--- config.mk ---
export PLATFORM = sky130hd
export DESIGN_NAME = simplez_cpu
export DESIGN_NICKNAME = d
export VERILOG_FILES = /design/src/rtl/simplez_cpu.sv
export SDC_FILE = /design/constraint.sdc
export NUM_CORES = 1
export LEC_CHECK = 0
export BUFFER_PORTS_ARGS = -buffer_cell sky130_fd_sc_hd__buf_2
export CAP_MARGIN = 25
export CORE_ASPECT_RATIO = 0.8
export CORE_MARGIN = 5
export CORE_UTILIZATION = 40
export DETAILED_ROUTE_END_ITERATION = 10
export GPL_TIMING_DRIVEN = 0
export PLACE_DENSITY = 0.6
export SETUP_SLACK_MARGIN = 0.15
export SKIP_CTS_REPAIR_TIMING = 1
export SYNTH_ARGS = -nofsm -noshare
export SYNTH_HDL_FRONTEND = slang
export SYNTH_SLANG_ARGS = --single-unit
--- constraint.sdc ---
create_clock -name clk -period 3.3 [get_ports clk]
set_clock_uncertainty 0.1 [all_clocks]
set_input_delay 0.33 -clock clk [delete_from_list [all_inputs] [get_ports clk]]
set_output_delay 0.33 -clock clk [all_outputs]
set_load 0.01 [all_outputs]
--- src/rtl/simplez_cpu.sv ---
// Simplez accumulator CPU: fetches, decodes and executes 12-bit instructions against a 512x12 memory.
// Latency: every instruction takes two cycles (FETCH then EXEC); HALT parks the core until reset.
// Backpressure: none; memory must return read data at the posedge after the address cycle.
module simplez_cpu #(
    parameter logic [8:0] RESET_PC = 9'o000
) (
    input  logic        clk,
    input  logic        rstn,
    output logic [8:0]  mem_addr,
    output logic        mem_wr,
    output logic [11:0] mem_wdata,
    input  logic [11:0] mem_rdata,
    output logic        halt,
    output logic [11:0] ac_out,
    output logic [8:0]  pc_out
);

    typedef enum logic [1:0] {
        S_FETCH  = 2'd0,
        S_EXEC   = 2'd1,
        S_HALTED = 2'd2
    } state_t;

    localparam logic [2:0] OP_ST   = 3'd0;
    localparam logic [2:0] OP_LD   = 3'd1;
    localparam logic [2:0] OP_ADD  = 3'd2;
    localparam logic [2:0] OP_BR   = 3'd3;
    localparam logic [2:0] OP_BZ   = 3'd4;
    localparam logic [2:0] OP_CLR  = 3'd5;
    localparam logic [2:0] OP_DEC  = 3'd6;
    localparam logic [2:0] OP_HALT = 3'd7;

    state_t      state, state_nx;
    logic [8:0]  pc, pc_nx;
    logic [11:0] ir, ir_nx;
    logic [11:0] ac, ac_nx;
    logic        wr_raw;
    logic [2:0]  co;
    logic [8:0]  cd;

    assign co = ir[11:9];
    assign cd = ir[8:0];

    // Architectural state register with synchronous active-low reset.
    always_ff @(posedge clk) begin
        if (!rstn) begin
            state <= S_FETCH;
            pc    <= RESET_PC;
            ir    <= 12'o0000;
            ac    <= 12'o0000;
        end else begin
            state <= state_nx;
            pc    <= pc_nx;
            ir    <= ir_nx;
            ac    <= ac_nx;
        end
    end

    // Next-state, register updates and bus drive for the fetch/execute cycle.
    always_comb begin
        state_nx = state;
        pc_nx    = pc;
        ir_nx    = ir;
        ac_nx    = ac;
        mem_addr = pc;
        wr_raw   = 1'b0;
        halt     = 1'b0;
        unique case (state)
            S_FETCH: begin
                ir_nx    = mem_rdata;
                pc_nx    = pc + 9'd1;
                state_nx = S_EXEC;
            end
            S_EXEC: begin
                // Every opcode puts CD on the bus; a read for non-memory ops is harmless.
                mem_addr = cd;
                state_nx = S_FETCH;
                unique case (co)
                    OP_ST:   wr_raw = 1'b1;
                    OP_LD:   ac_nx = mem_rdata;
                    OP_ADD:  ac_nx = ac + mem_rdata;
                    OP_BR:   pc_nx = cd;
                    OP_BZ:   if (ac == 12'o0000) pc_nx = cd;
                    OP_CLR:  ac_nx = 12'o0000;
                    OP_DEC:  ac_nx = ac - 12'd1;
                    OP_HALT: state_nx = S_HALTED;
                    default: state_nx = S_FETCH;
                endcase
            end
            S_HALTED: begin
                halt = 1'b1;
            end
            default: state_nx = S_FETCH;
        endcase
    end

    // Write strobe is masked by reset so an interrupted ST never lands.
    assign mem_wr    = wr_raw & rstn;
    assign mem_wdata = ac;
    assign ac_out    = ac;
    assign pc_out    = pc;

endmodule
==> reports/summary.log <==
INFO  grt            grt_pass1_wl=12600um
INFO  drt            detailroute.via_count=2589
INFO  power_and_ir_drop power.leakage=1.54nW
INFO  drt            wl_per_cell=15.4um
INFO  critical_path  critical_path_class=input port to flop
INFO  floorplanning  initial_core_util=0.415
INFO  synth          synth.area.top_cells=sky130_fd_sc_hd__dfxtp_1 (26%), sky130_fd_sc_hd__nand2_1 (11%), sky130_fd_sc_hd__ha_1 (9.8%)
INFO  cells_and_area final_core_utilization=0.496
INFO  sta            drv_slew=0
INFO  sta            fin_setup_tns=0ns
INFO  floorplanning  placement_rows=26
INFO  synth          synthDominantAreaCellType=sky130_fd_sc_hd__dfxtp_1
INFO  sta            hold_slack=0.227ns
INFO  floorplanning  dieWidth=101um
INFO  critical_path  worst-path-max-fanout=7
INFO  power_and_ir_drop total_power=0.00126W
INFO  drt            wl_final=7620um
INFO  grt            global_route.usage.total=0.184
INFO  placed_design  place_inst=488
INFO  sta            timing.final.setup_violations=0
INFO  floorplanning  fp.dieH=83.1um
INFO  placed_design  portBuffers=56
INFO  grt            number_of_global_route_vias_before_repair=2520
INFO  clock_tree     number_of_sinks_driven_by_the_clock_tree=35
INFO  synth          synth-seq-cells=35
INFO  cells_and_area final_net_count=447
INFO  power_and_ir_drop pwr_density_cell=394nW/um2
INFO  critical_path  endpoint_kind=flop
INFO  floorplanning  fp.coreArea=6440um2
INFO  synth          synth.cell_area=2670um2
INFO  cells_and_area layout.cells.most_common=sky130_fd_sc_hd__nand2_1
INFO  synth          yosysWarningCount=0
INFO  synth          synth_top_cell_area_share=0.262
INFO  drt            drt_first_iter_violations=131
INFO  clock_tree     cts.path.max_buffers=2
INFO  sta            max_clock_freq=0.335GHz
INFO  drt            drcViolationCount=0
INFO  synth          synthArstFlopShare=0
INFO  clock_tree     inserted_clock_buffers=5
INFO  synth          post_synth_inst_count=348
INFO  clock_tree     worst_setup_hold_path_clk_slew=0.08ns
INFO  sta            worst_pin_slew=0.608ns
INFO  power_and_ir_drop peakVddDrop=0.000185V
INFO  cells_and_area layoutNonFillerInstCount=496
INFO  sta            relSlewSlack=0.595
INFO  synth          proportion_of_synthesized_chip_area_in_sequential_cells=0.262
INFO  cells_and_area final_layout_size_suffix_gt1_frac=0.235
INFO  outcome        status=finished clean
INFO  cells_and_area antennaDiodeCount=0
INFO  drt            antenna_violating_nets_left=0
INFO  clock_tree     htreeDepth=2
INFO  synth          synth.distinct_cells=49
INFO  placed_design  finalWeightedCongestion=0.867
INFO  clock_tree     tritoncts=done
INFO  synth          syn-num-nets=384
INFO  sta            rsz0062_at_grt=no
INFO  grt            grt_overflow_total=0
INFO  drt            post_drt_via_cell_ratio=5.22
INFO  job            drv_cap=0
INFO  grt            antenna_found_initial=0
INFO  cells_and_area synthToLayoutAreaGrowth=19.6%
INFO  sta            period_minus_slack=2.99ns
INFO  sta            fin_crit_sh=0.906
INFO  cells_and_area commonest_cells_after_routing_fill_and_taps_aside=sky130_fd_sc_hd__nand2_1 (78), sky130_fd_sc_hd__buf_2 (56), sky130_fd_sc_hd__dfxtp_1 (35)
INFO  synth          synth_enable_flop_cells=0
INFO  critical_path  cp.required=3.42ns
INFO  sta            report.final.hold_viol_count=0
INFO  critical_path  cp-start-kind=input port
INFO  synth          ys_dominant_reg_cell=sky130_fd_sc_hd__dfxtp_1
INFO  placed_design  detailed_place_hpwl=5860um
INFO  drt            firstDrtPassIters=6
INFO  clock_tree     cts_root_buf=sky130_fd_sc_hd__clkbuf_8
INFO  floorplanning  dieArea=8420um2
INFO  synth          synth.avg_cell_area=7.67um2
INFO  hold_path      worstHoldPathType=input port to flop
INFO  clock_tree     clock_latency_at_the_later_pin_of_the_worst_skew_pair=0.29ns
INFO  floorplanning  io-pin-count=58
INFO  grt            largest_net_degree_at_the_start_of_global_routing=13
INFO  critical_path  arrival=3.10ns
[synthesized netlist by cell type (3+ instances only)]
cell type	instances
sky130_fd_sc_hd__or2_2	4
sky130_fd_sc_hd__xnor2_1	12
sky130_fd_sc_hd__a21boi_0	16
sky130_fd_sc_hd__o21ai_0	16
sky130_fd_sc_hd__nor3_1	4
sky130_fd_sc_hd__nor2_1	18
sky130_fd_sc_hd__nor3b_1	4
sky130_fd_sc_hd__nand4_1	3
sky130_fd_sc_hd__mux2i_1	7
sky130_fd_sc_hd__nor4_1	3
sky130_fd_sc_hd__dfxtp_1	35
sky130_fd_sc_hd__ha_1	21
sky130_fd_sc_hd__a21o_1	6
sky130_fd_sc_hd__o211ai_1	3
sky130_fd_sc_hd__nand2_1	78
sky130_fd_sc_hd__a31oi_1	5
sky130_fd_sc_hd__a21oi_1	9
sky130_fd_sc_hd__nand3_1	10
sky130_fd_sc_hd__or3_1	3
sky130_fd_sc_hd__clkbuf_1	14
sky130_fd_sc_hd__a221oi_1	9
sky130_fd_sc_hd__buf_4	13
sky130_fd_sc_hd__inv_1	12
sky130_fd_sc_hd__nand2b_1	6
sky130_fd_sc_hd__xor2_1	4
sky130_fd_sc_hd__nor2b_1	6
[metrics by stage]
stage / setup slack (ns) / area (um2)
final: 0.311 / 3190
after global routing: 0.150 / 3190
after CTS: 0.00118 / 3170
after detailed placement: -0.0471 / 3060
after global placement: -0.0658 / 3060
after floorplan: 0.408 / 2670
[layer usage]
metal	share of wire	global-route usage
met5	0	0
met4	0.0060	0.0254
met3	0.067	0.0335
met2	0.43	0.279
met1	0.49	0.274
[layout make-up]
cell class              count  area, um2
fillers                   666       3250
multi-input cells         274       1800
flip-flops and latches     35        701
repair buffers             56        280
plain buffers              27        154
well taps                  84        105
clock buffers               5       68.8
inverters                  12       45.0
clock inverters             3       43.8
[sequential cells by signal (all words and copies together) (netlist names)]
register,cells
state,2
pc_out,9
ir,12
ac_out,12
[critical path, stage by stage]
cell                       delay [ns]
sky130_fd_sc_hd__buf_2           0.15
sky130_fd_sc_hd__or4_4           0.60
sky130_fd_sc_hd__or3_1           0.36
sky130_fd_sc_hd__nor3_2          0.19
sky130_fd_sc_hd__xnor2_1         0.14
sky130_fd_sc_hd__nand2_1         0.08
sky130_fd_sc_hd__ha_2            0.38
sky130_fd_sc_hd__nand3_1         0.12
sky130_fd_sc_hd__nand2b_1        0.17
sky130_fd_sc_hd__nand3_1         0.08
sky130_fd_sc_hd__o22ai_1         0.08
sky130_fd_sc_hd__xnor2_1         0.21
sky130_fd_sc_hd__mux2i_1         0.23
[path summary, 6_finish.rpt]
kind,startpoint,to,slack (ns),depth (start not counted)
setup / recovery,mem_rdata[2],ac_out[11],0.31,13
hold / removal,mem_rdata[0],ir[0],0.23,3
setup reg to reg,ir[9],ac_out[7],0.40,12
hold reg to reg,ir[7],ir[7],0.37,2
[kinds of logic after synthesis]
family / share of synthesized area
DFF: 0.262
and+or+nand+nor: 0.273
muxes: 0.0305
xor gates and xnor gates: 0.0525
buffers and inverters: 0.0731
AOI/OAI and AO/OA: 0.202
adders and majority gates: 0.106
[power breakdown]
part           switching, W  internal (W)  total [W]
Sequential        0.0000370      0.000452   0.000489
Combinational      0.000210      0.000160   0.000370
Clock              0.000175      0.000225   0.000400
Note: power is estimated with default switching activity, not from simulation.
